--- src/rtl/mem_copy_master_if.sv ---
// Word-addressed data-memory port shared with the MEM stage: address, write data, write strobe, read data.
// Modport master drives the port while a copy runs; slave is the memory side.
interface mem_copy_master_if;
    logic [31:0] A;
    logic [31:0] wd;
    logic        memWriteM;
    logic [31:0] rd;

    modport master (output A, output wd, output memWriteM, input rd);
    modport slave  (input A, input wd, input memWriteM, output rd);
endinterface

--- src/rtl/mem_copy_master.sv ---
// Copies len words src->dst over the data-memory port, 2+READ_LAT cycles/word (3+2*READ_LAT with MEM_COPY_VERIFY_EN read-back).
// No backpressure: the memory answers after exactly READ_LAT cycles; start outside IDLE is dropped.
module mem_copy_master #(
    parameter int          READ_LAT = 1,
    parameter logic [31:0] RAM_BASE = 32'd8500,
    parameter int          LEN_W    = 16
) (
    input  logic              clk,
    input  logic              rst,
    input  logic              start,
    input  logic [31:0]       src_base,
    input  logic [31:0]       dst_base,
    input  logic [LEN_W-1:0]  len,
    mem_copy_master_if.master mem,
    output logic              busy,
    output logic              done,
    output logic              err
);

    typedef enum logic [2:0] {IDLE, RD, WT, WR, RV, VW, DONE} state_t;

    localparam logic [2:0] WAIT_LAST = 3'(READ_LAT - 1);

    state_t           state;
    logic [31:0]      src_ptr;
    logic [31:0]      dst_ptr;
    logic [LEN_W-1:0] remain;
    logic [2:0]       wait_cnt;
    logic [32:0]      dst_last;
    logic             range_bad;

    // Carry out of the 33-bit sum means the last destination word wraps past 2^32-1.
    assign dst_last  = {1'b0, dst_base} + 33'(len) - 33'd1;
    assign range_bad = (dst_base < RAM_BASE) || dst_last[32];

    always_ff @(posedge clk) begin
        if (rst) begin
            state         <= IDLE;
            mem.A         <= '0;
            mem.wd        <= '0;
            mem.memWriteM <= 1'b0;
            busy          <= 1'b0;
            done          <= 1'b0;
            err           <= 1'b0;
            src_ptr       <= '0;
            dst_ptr       <= '0;
            remain        <= '0;
            wait_cnt      <= '0;
        end else begin
            done          <= 1'b0;
            mem.memWriteM <= 1'b0;
            case (state)
                IDLE: begin
                    if (start) begin
                        src_ptr <= src_base;
                        dst_ptr <= dst_base;
                        remain  <= len;
                        err     <= 1'b0;
                        if (len == '0) begin
                            state <= DONE;
                            done  <= 1'b1;
                        end else if (range_bad) begin
                            err   <= 1'b1;
                            state <= DONE;
                            done  <= 1'b1;
                        end else begin
                            state <= RD;
                            busy  <= 1'b1;
                            mem.A <= src_base;
                        end
                    end
                end
                RD: begin
                    state    <= WT;
                    wait_cnt <= '0;
                end
                WT: begin
                    if (wait_cnt == WAIT_LAST) begin
                        mem.wd        <= mem.rd;
                        mem.A         <= dst_ptr;
                        mem.memWriteM <= 1'b1;
                        state         <= WR;
                    end else begin
                        wait_cnt <= wait_cnt + 3'd1;
                    end
                end
                WR: begin
                    src_ptr <= src_ptr + 32'd1;
                    dst_ptr <= dst_ptr + 32'd1;
                    remain  <= remain - LEN_W'(1);
`ifdef MEM_COPY_VERIFY_EN
                    // A still holds the destination, so RV reads back the word just written.
                    state    <= RV;
`else
                    if (remain == LEN_W'(1)) begin
                        state <= DONE;
                        done  <= 1'b1;
                        busy  <= 1'b0;
                    end else begin
                        state <= RD;
                        mem.A <= src_ptr + 32'd1;
                    end
`endif
                end
`ifdef MEM_COPY_VERIFY_EN
                RV: begin
                    state    <= VW;
                    wait_cnt <= '0;
                end
                VW: begin
                    if (wait_cnt == WAIT_LAST) begin
                        if (mem.rd != mem.wd) begin
                            err   <= 1'b1;
                            state <= DONE;
                            done  <= 1'b1;
                            busy  <= 1'b0;
                        end else if (remain == '0) begin
                            state <= DONE;
                            done  <= 1'b1;
                            busy  <= 1'b0;
                        end else begin
                            state <= RD;
                            mem.A <= src_ptr;
                        end
                    end else begin
                        wait_cnt <= wait_cnt + 3'd1;
                    end
                end
`endif
                DONE: state <= IDLE;
                default: state <= IDLE;
            endcase
        end
    end

endmodule
--- src/flat_wrapper.sv ---
// flat-port wrapper written by rule: the top's interface ports become plain ports
module mem_copy_master_flat 
#(
    parameter int          READ_LAT = 1,
    parameter logic [31:0] RAM_BASE = 32'd8500,
    parameter int          LEN_W    = 16
)
  (clk, rst, start, src_base, dst_base, len, busy, done, err, mem_A, mem_wd, mem_memWriteM, mem_rd);
  mem_copy_master_if mem_i ();
  input  logic clk;
  input  logic rst;
  input  logic start;
  input  logic [31:0] src_base;
  input  logic [31:0] dst_base;
  input  logic [LEN_W-1:0] len;
  output logic busy;
  output logic done;
  output logic err;
  output wire logic [$bits(mem_i.A)-1:0] mem_A;
  output wire logic [$bits(mem_i.wd)-1:0] mem_wd;
  output wire logic [$bits(mem_i.memWriteM)-1:0] mem_memWriteM;
  input wire logic [$bits(mem_i.rd)-1:0] mem_rd;
  assign mem_A = mem_i.A;
  assign mem_wd = mem_i.wd;
  assign mem_memWriteM = mem_i.memWriteM;
  assign mem_i.rd = mem_rd;
  mem_copy_master #(.READ_LAT(READ_LAT), .RAM_BASE(RAM_BASE), .LEN_W(LEN_W)) u_core (.clk(clk), .rst(rst), .start(start), .src_base(src_base), .dst_base(dst_base), .len(len), .mem(mem_i), .busy(busy), .done(done), .err(err));
endmodule
--- config.mk ---
export PLATFORM = sky130hd
export DESIGN_NAME = mem_copy_master_flat
export DESIGN_NICKNAME = d
export VERILOG_FILES = /design/src/rtl/mem_copy_master_if.sv /design/src/rtl/mem_copy_master.sv /design/src/flat_wrapper.sv
export SDC_FILE = /design/constraint.sdc
export NUM_CORES = 1
export LEC_CHECK = 0
export BUFFER_PORTS_ARGS = -buffer_cell sky130_fd_sc_hd__buf_2
export CORE_MARGIN = 2
export CORE_UTILIZATION = 30
export DETAILED_ROUTE_END_ITERATION = 7
export HOLD_SLACK_MARGIN = 0.03
export PLACE_DENSITY_LB_ADDON = 0.3
export SYNTH_ARGS = -nofsm -noshare
export SYNTH_HDL_FRONTEND = slang
export SYNTH_SLANG_ARGS = --single-unit
--- constraint.sdc ---
create_clock -name clk -period 2.9 [get_ports clk]
set_input_delay 0.145 -clock clk [delete_from_list [all_inputs] [get_ports clk]]
set_output_delay 0.145 -clock clk [all_outputs]
set_load 0.1 [all_outputs]
==> key figures <==
Timing
  – Slew HR: 54.30%
  – Smallest hold slack: 0.03561 ns
  – Post-layout min period: 2.767 ns
  – Skew final: 0.009838 ns
  – # setup viols final: 0
  – Final WS setup: 0.1329 ns
  – Fmax: 361.4 MHz
  – Slew at the pin closest to its max-slew limit: 0.6830 ns
  – Hold Vio Cnt, Final: 0
  – Final period utilization: 95.42%
  – Setup TNS: 0 ns
  – Final Slew Violations: 0

Synth
  – Synth warn: 0
  – EDFF count, synth: 0
  – Mapped Area: 9609 sq um
  – Top cell type's share of synthesized area: 32.08%
  – Commonest cells in the netlist: dfxtp_1, a21oi_1, nand2_1
  – Sequential share of the synthesized area: 32.08%
  – Synthesized instance count: 1263
  – Async SR Flop Fraction: 0%
  – Count leader, synth: dfxtp_1
  – Unique cell type count in the Yosys netlist: 61
  – Syn nets: 1439
  – Main flop type after synthesis: dfxtp_1
  – Post-synth top area cell: dfxtp_1
  – FF+latch count, synth: 154
  – Largest cells by area after synthesis: dfxtp_1, ha_1, a21oi_1, nand2_1, nor2_1
  – Syn Area/Cell: 7.608 sq um

Place
  – Worst slack at placement: -0.09747 ns
  – Routability congestion estimate from global placement: 0.8414
  – Port Buf Inserts: 182
  – DP HPWL: 22.50 mm

Setup path
  – CP Capture Type: flop
  – Critical path's slowest cell: dlygate4sd3_1
  – Setup CP Type: in -> reg
  – Critical Path Start Type: primary input
  – Worst EP arrival: 3.07 ns
  – R2r setup slk: 0.15 ns
  – CP Max Fanout: 8
  – CP Buf/Inv Count: 6
  – Worst path required time: 3.21 ns
  – Family with the most delay on the worst path: buffers and inverters
  – CP max stage delay: 0.52 ns
  – Worst path cell trace: dlygate4sd3_1 -> buf_2 -> inv_1 -> ha_1 -> inv_1 -> ha_1 -> a21oi_1 -> o21ai_0 -> a21oi_1 -> o21ai_2 -> a22oi_2 -> nand4b_4 -> o21ai_4 -> buf_12 -> clkbuf_16 -> mux2_1

GRT
  – Pin count of the biggest net entering global routing: 80
  – First-pass GRT wire length: 49.85 mm
  – Global Route Usage Sum: 18.50%
  – Initial antenna violation count: 3
  – Gr ovfl total: 0
  – Vias in the first global route: 9294

Finish
  – Filler instances: 3310
  – Core Util, Final: 39.44%
  – NumNets Final: 1677
  – Multi-input gate area: 5864 sq um
  – Layout cells sized above 1: 20.08%
  – Total area of sequential cells: 3084 sq um
  – Area grow syn2layout: 29.52%

CTS
  – H-tree levels: 4
  – Clk root buf: clkbuf_16
  – CTS buffer count: 17
  – Clk sink count: 154
  – Max Buffers Root-to-Sink: 2
  – Clock latency on the worst-skew pair: 0.42 ns
  – Clock-pin slew on the worst setup and hold paths: 0.06 ns
  – CTS tree: done

Run
  – Maxcap violations: 0

Power
  – Power per cell area: 624.4 nW/um^2
  – Comb pwr share: 37.8%
  – Max VDD drop: 0.4205 mV
  – Final Power: 7772 uW
  – Leak pwr: 0.005371 uW
  – Total internal power: 4561 uW
  – Psw: 3210 uW
  – Clock network power share: 28.0%
  – Flop pwr share: 34.2%
  – Sw frac: 41.31%

Hold path
  – Worst min-delay path class: in -> reg

Route
  – Drt pass-1 iters: 6
  – # DRC: 0
  – DR vias/cell: 5.138
  – Final wirelength: 31.64 mm
  – DR iter-0 viols: 749
  – DR WL/cell: 16.49 um
  – Via count: 9859
  – Final ANT Viol Nets: 0

Die
  – Die Ht: 183.0 um
  – DIE AREA: 33480 sq um
  – I/O Pins: 183
  – Die width: 183.0 um
  – Site Rows: 65
  – Core area: 31560 sq um
  – Effective utilization at floorplan: 30.45%

Status
  – Status: completed
==> cell usage in the layout, fill, tap and decap left out, drive strengths merged, types with 23 or more instances in the layout <==
master       synthesis  routed
clkbuf              71      23
ha                  61      61
o21ai               61      61
buf                 13     240
nor3                30      30
nand2              140     140
nor2b               35      35
nor2               134     134
nand3               29      29
dlygate4sd3          0      61
a21oi              142     142
and3                26      26
dfxtp              154     154
inv                 91      92
mux2                28      28
==> worst register-to-register path, stage by stage, from the launching register on <==
cell       delay (ns)
dfxtp_1          0.36
or4_1            0.66
nor4_2           0.24
nand2b_1         0.13
nor2_2           0.24
nor2_1           0.09
nand3b_1         0.20
o21ai_4          0.10
buf_12           0.16
clkbuf_16        0.16
mux2_1           0.31
==> stage by stage <==
step                      cells  cell area [sq um]
after detailed placement   1817              11160
after global routing       1919              12450
after floorplan            1263               9609
final                      1919              12450
after CTS                  1910              12330
after global placement     1817              11160
==> state kept, by name, indices dropped and copies added (netlist names) <==
signal / cells
u_core.wait_cnt: 3
u_core.remain: 16
u_core.mem.wd: 32
u_core.src_ptr: 32
u_core.dst_ptr: 32
u_core.err: 1
u_core.mem.A: 32
u_core.done: 1
u_core.busy: 1
u_core.mem.memWriteM: 1
u_core.state: 3
==> path summary, 6_finish.rpt <==
path | from | end | cells past startpoint
setup / recovery | dst_base[8] | u_core.mem.A[26]$_SDFFE_PP0P_ | 16
hold / removal | dst_base[1] | u_core.dst_ptr[1]$_SDFFE_PP0P_ | 3
setup reg to reg | u_core.remain[2]$_SDFFE_PP0P_ | u_core.mem.A[26]$_SDFFE_PP0P_ | 10
hold reg to reg | u_core.mem.wd[0]$_SDFFE_PP0P_ | u_core.mem.wd[0]$_SDFFE_PP0P_ | 2
==> cells by family (layout without fill, tap and decap cells) <==
| family | after synthesis | in the layout | synth area share, % |
|---|---|---|---|
| multiplexers | 37 | 37 | 4.766 |
| flip-flops | 154 | 154 | 32.08 |
| XOR/XNOR | 31 | 31 | 2.826 |
| AO/OA/AOI/OAI | 325 | 325 | 21.04 |
| adder cells (fa/ha/maj) | 61 | 61 | 7.943 |
| AND/OR/NAND/NOR | 480 | 480 | 24.24 |
| other | 0 | 3 | 0 |
| buffers and inverters | 175 | 426 | 7.096 |
==> layout make-up <==
type / count / share of cell area (%)
antenna: 3 / 0.06032
tap: 402 / 4.041
inverter: 91 / 2.745
timing repair buffer: 303 / 16.71
clock buffer: 21 / 3.780
clock inverter: 11 / 0.7640
multi-input combinational: 934 / 47.12
sequential: 154 / 24.78
==> repair_timing <==
| action | CTS | global route |
|---|---|---|
| hold endpoints to repair | 61 | 0 |
| resized for setup | 0 | 3 |
| endpoints found under the setup margin | 0 | 30 |
| hold buffers | 61 | 0 |
| buffers inserted | 0 | 3 |
==> layer usage <==
layer / vias to the layer above / part of all wire (%) / wire [um] / track usage (%)
met5: - / 0 / 0 / 0
met4: 0 / 2.0 / 621 / 5.792
met3: 36 / 6.0 / 1907 / 3.574
met2: 281 / 43 / 13600 / 27.38
met1: 4606 / 49 / 15510 / 26.92
li1: 4936 / - / - / -
==> power groups by stage <==
stage	registers [uW]	logic (uW)	clock network [uW]
global route	2700	3170	2300
global placement	2680	2760	0
floorplan	3490	1260	0
finish	2660	2940	2180
CTS	2650	2850	2230
detailed placement	2690	2780	0
No activity file was read; power rests on OpenSTA's default activity.
